`src/rtl/uart_rx.sv`:
```
// uart_rx: 8N1 UART receiver with 2-flop synchroniser, ready handshake and stop-bit framing error
module uart_rx #(
  parameter int BAUD_DIV = 2604
) (
  input  logic       clk,
  input  logic       rst,
  input  logic       rx,
  input  logic       clr_rdy,
  output logic [7:0] rx_data,
  output logic       rdy,
  output logic       frm_err
);
  localparam int CW = $clog2(BAUD_DIV);
  localparam logic [CW-1:0] HALF = CW'(BAUD_DIV / 2 - 1);
  localparam logic [CW-1:0] FULL = CW'(BAUD_DIV - 1);
  typedef enum logic [1:0] {IDLE, START, DATA, STOP} state_t;
  state_t        state;
  logic          rx_m, rx_s, rx_d;
  logic [CW-1:0] cnt;
  logic [3:0]    bit_cnt;
  logic [7:0]    shreg;
  logic          fall, tick;
  always_comb begin
    fall = rx_d & ~rx_s;
    tick = (state != IDLE) && (cnt == '0);
  end
  always_ff @(posedge clk) begin
    if (rst) begin
      {rx_d, rx_s, rx_m} <= 3'b111;
      state <= IDLE;
      cnt <= '0;
      bit_cnt <= '0;
      shreg <= '0;
      rx_data <= '0;
      rdy <= 1'b0;
      frm_err <= 1'b0;
    end else begin
      {rx_d, rx_s, rx_m} <= {rx_s, rx_m, rx};
      if (clr_rdy) rdy <= 1'b0;
      if (state != IDLE && !tick) cnt <= cnt - CW'(1);
      // completion set is last so it wins over clr_rdy in the same cycle
      case (state)
        IDLE: if (fall) begin
          state <= START;
          cnt <= HALF;
          rdy <= 1'b0;
        end
        START: if (tick) begin
          state <= rx_s ? IDLE : DATA;
          cnt <= FULL;
          bit_cnt <= '0;
        end
        DATA: if (tick) begin
          shreg <= {rx_s, shreg[7:1]};
          cnt <= FULL;
          bit_cnt <= bit_cnt + 4'd1;
          if (bit_cnt == 4'd7) state <= STOP;
        end
        STOP: if (tick) begin
          rx_data <= shreg;
          frm_err <= ~rx_s;
          rdy <= 1'b1;
          state <= IDLE;
        end
        default: state <= IDLE;
      endcase
    end
  end
endmodule

```
`config.mk`:
```
export PLATFORM = sky130hd
export DESIGN_NAME = uart_rx
export DESIGN_NICKNAME = d
export VERILOG_FILES = /design/src/rtl/uart_rx.sv
export SDC_FILE = /design/constraint.sdc
export NUM_CORES = 1
export LEC_CHECK = 0
export ABC_CLOCK_PERIOD_IN_PS = 3800
export CORE_ASPECT_RATIO = 1.75
export CORE_MARGIN = 2
export CORE_UTILIZATION = 55
export DETAILED_ROUTE_END_ITERATION = 7
export PLACE_DENSITY = 0.75
export SLEW_MARGIN = 0
export SYNTH_ARGS = -nofsm -noshare
export SYNTH_HDL_FRONTEND = slang
export SYNTH_SLANG_ARGS = --single-unit
```
`constraint.sdc`:
```
create_clock -name clk -period 3.8 [get_ports clk]
set_clock_uncertainty 0.2 [all_clocks]
set_input_delay 0.57 -clock clk [delete_from_list [all_inputs] [get_ports clk]]
set_output_delay 0.57 -clock clk [all_outputs]
set_load 0.01 [all_outputs]
```
### Word level (Yosys, flattened, before mapping)

Cells that the tools add are included.

* flip-flop bits (word level): 39
* input bits: 4
* output and inout port bits: 10

* add/sub/neg operators: 2
* eq/ne operators: 9
* muxes and demuxes: 18
* bitwise gates (word level): 2
* reductions and logical operators: 12

Operators with widths (number)
* 12-bit 2-to-1 mux: 3
* 12-bit case mux with 2 select lines: 1
* 12-bit zero test: 1
* 2-bit 2-to-1 mux: 6
* 12-bit by 1-bit subtractor with 12-bit output (second input constant): 1
* 2-bit inequality test (second input constant): 5
* 4-bit 2-to-1 mux: 2
* 2-bit case mux with 4 select lines: 1
* 4-bit case mux with 2 select lines: 1
* 5-bit AND reduction: 1
* 4-bit by 1-bit adder with 4-bit output (second input constant): 1
* 2-bit equality test (second input constant): 2
* 4-bit by 3-bit equality test with 1-bit output (second input constant): 1
* 2-bit AND reduction: 2
* 2-bit nonzero test: 2
* 1-bit 2-to-1 mux: 3
* 3-bit AND reduction: 1
* 2-bit by 1-bit equality test with 1-bit output (second input constant): 1
* 1-bit logical AND: 2
* 2-bit zero test: 1
* 1-bit case mux with 2 select lines: 1
* 2-bit OR reduction: 1
* 1-bit bitwise AND: 1
* 1-bit zero test: 1
* 1-bit inverter: 1

### Logic depth before layout (Yosys ltp)

* word-level depth: 7
* depth in mapped cells: 7

### Worst setup path after synthesis

Ideal clock, no wire load.

* path kind: register -> register
* start point: reg state[0]
* end point: reg cnt[8]
* setup time: 70 ps
* data arrival time: 2096 ps
* slack: 1434 ps
* stages on the path, launching flop included: 7
* buffers on the path: 0
* path through: dfxtp_1 -> inv_1 -> ha_1 -> or4b_4 -> or4_1 -> a22o_1 -> a21oi_1

* longest elaborated chain between the ends: 7

Ends and longest elaborated chain
* from (decl): RTL line 17 `state_t state;`
* from (signal assigned): RTL line 49 `state <= rx_s ? IDLE : DATA;`
* 2-bit nonzero test: RTL line 25, 40
* 1-bit logical AND: RTL line 25 `tick = (state != IDLE) && (cnt == '0);`
* 1-bit zero test: RTL line 40 `if (state != IDLE && !tick) cnt <= cnt - CW'(1);`
* 1-bit logical AND: RTL line 40
* 12-bit 2-to-1 mux: RTL line 40
* 12-bit 2-to-1 mux, on equally long branches: RTL line 48, 53, 43
* 12-bit case mux with 2 select lines (*): RTL line 42 `case (state)`
* to (signal assigned): RTL line 40
* to (decl): RTL line 19 `logic [CW-1:0] cnt;`

Mark *: on every way between the ends. The rest lies on a longest branch, timed or not.
A chain may end at the register's enable or synchronous reset.

### Worst setup path after layout

Ends and elaborated chain as after synthesis.

==> impl_metrics.json <==
{
  "critPathSlowestCell": "or4b_4",
  "rsz0062_at_grt": "false",
  "area_growth_pct": 13.9,
  "ios": 14,
  "synth_nets": 234,
  "synth_area_per_cell_um2": 8.62,
  "vias_per_cell": 6.21,
  "final_cell_mix": "dfxtp_1, a21oi_1, nand2_1, nand3_1, clkdlybuf4s50_1",
  "cellPowerDensity_mw_per_mm2": 623,
  "first_pass_iters": 4,
  "outcome": "complete, no violations",
  "synth-edff-count": 0,
  "cts_buffers": 5,
  "place_ws_ns": 1.19,
  "ys_seq_elements": 39,
  "antenna_found_initial": 0,
  "core_mm2": 0.00336,
  "setup_ws_ns": 1.15,
  "cts_max_path_buffers": 2,
  "chipHeight_um": 82.4,
  "first_iter_violations": 51,
  "hold_buffers": 0,
  "max_stage_delay_ns": 0.65,
  "ys_types": 54,
  "diodes": 0,
  "nFillCells": 297,
  "wl_per_cell_um": 15.7,
  "grt_pass1_wl_um": 7400,
  "nets": 243,
  "synth_area_mm2": 0.00193,
  "setup_viol": 0,
  "async_reset_ff_frac": 0,
  "track_usage": 0.238,
  "tightest_slew_ns": 0.776,
  "slew_headroom": 0.478,
  "critical_path_buf_inv_count": 1,
  "endpoint_kind": "register",
  "required_ns": 3.82,
  "first_global_vias": 1694,
  "crit_path_cell_trace": "inv_1, ha_1, or4b_4, or4_1, a22o_1, a21oi_1",
  "fp.dieArea_mm2": 0.00402,
  "cp_max_fo": 15,
  "place_congestion": 0.877,
  "cts_setup_buffers": 0,
  "yosysSeqAreaShare": 0.404,
  "hold_viol": 0,
  "start_util": 0.574,
  "portBuffers": 13,
  "ys_warn_count": 0,
  "clock-sinks": 39,
  "power_mw": 1.37,
  "final_layout_size_suffix_gt1_frac": 0.103,
  "synthCells": 224,
  "drcViolationCount": 0,
  "path_clk_slew_ns": 0.08,
  "peakVddDrop_v": 0.000573,
  "fin_tns_setup_ns": 0,
  "arrival_ns": 2.67,
  "die_w_um": 48.8,
  "grt_max_degree": 27,
  "synth_flop_cell": "dfxtp_1",
  "period_needed_ns": 2.65,
  "multiInputGateArea_mm2": 0.00107,
  "seqCellArea_um2": 781,
  "fmax_ghz": 0.377,
  "route.vias.total": 1732,
  "ant_nets": 0,
  "max_cap_viol_count": 0,
  "final_common_cell": "dfxtp_1",
  "power_leakage_nw": 0.734,
  "slew_violations": 0,
  "h-tree-depth": 2,
  "tritoncts": "yes",
  "finalCritPeriodShare": 0.698,
  "ctsResizeCount": 0,
  "startpoint_type": "register",
  "insertion_delay_ns": 0.29,
  "hp-class": "reg2reg",
  "cpLargestDelayFamily": "simple AND/OR/NAND/NOR gates",
  "utilization": 0.654,
  "overflow": 0,
  "routed_wl_um": 4390,
  "critPathKind": "reg2reg",
  "cts_root_buf": "clkbuf_8",
  "dp_hpwl_um": 3230,
  "rows": 28
}
per-layer routing:
| metal | vias up | routed length, um | GRT usage |
|---|---|---|---|
| li1 | 851 | - | - |
| met1 | 835 | 1710 | 0.231 |
| met2 | 36 | 2430 | 0.453 |
| met3 | 10 | 103 | 0.0414 |
| met4 | 0 | 145 | 0.166 |
| met5 | - | 0 | 0 |
synth_stat cells (all sizes together), types with 2 or more instances:
cell	instances	area, um2
xor2	2	17.5
a311o	2	20.0
nor2	11	41.3
nand2b	2	12.5
dfxtp	39	781
o21ai	6	30.0
nand3	20	100
o2111ai	2	17.5
or3	2	12.5
nand4	4	25.0
or4	3	26.3
clkbuf	11	41.3
and3	2	12.5
inv	7	26.3
a2111oi	2	36.3
and2	2	12.5
o311a	3	30.0
nand3b	3	22.5
nor3b	3	22.5
nand2	24	90.1
ha	6	75.1
a21oi	25	125
a211oi	4	30.0
a22o	2	17.5
buf	2	10.0
nor3	6	35.0
o221ai	2	17.5
nor4	4	46.3
or2	5	31.3
report_power, final:
| part | internal (mW) | switching, mW | total [mW] |
|---|---|---|---|
| registers | 0.447 | 0.0612 | 0.508 |
| clock network | 0.212 | 0.144 | 0.356 |
| logic | 0.194 | 0.312 | 0.507 |
| total | 0.853 | 0.517 | 1.37 |
path summary, 6_finish.rpt:
| check | from | endpoint | slack (ns) | depth (start not counted) |
|---|---|---|---|---|
| max reg2reg | state[0] | cnt[8] | 1.15 | 6 |
| min reg2reg | rx_m | rx_s | 0.21 | 1 |
| max | state[0] | cnt[8] | 1.15 | 6 |
| min | rx_m | rx_s | 0.21 | 1 |
logic make-up (layout without fill, tap and decap cells):
group | count (synthesis) | after routing | synth area share
AO/OA/AOI/OAI | 60 | 60 | 0.222
buffers and inverters | 20 | 30 | 0.0402
AND/OR/NAND/NOR | 97 | 97 | 0.286
adder cells (fa/ha/maj) | 6 | 6 | 0.0389
flip-flops | 39 | 39 | 0.404
XOR/XNOR | 2 | 2 | 0.00907
sequential cells by signal, summed over array words and instances, names as in the netlist, named ones only:
name and cells:
shreg 8, state 1, rx_d 1, cnt 12
rx_s 1, bit_cnt 4, rx_m 1, rx_data 8
frm_err 1, rdy 1
layout make-up:
type                       instances  share of cell area
clock buffer                       6              0.0376
clock inverter                     2              0.0159
inverter                           7              0.0120
multi-input combinational        165               0.488
sequential                        39               0.355
tap                               45              0.0256
timing repair buffer              15              0.0660
per-stage QoR:
stage / std cells / hold WS [ns] / cell area (um2)
after floorplan: 224 / 0.189 / 1930
after global placement: 271 / 0.194 / 2080
after detailed placement: 271 / 0.200 / 2080
after CTS: 279 / 0.216 / 2200
after global routing: 279 / 0.242 / 2200
final: 279 / 0.213 / 2200
Power figures use the tool's default switching activity.
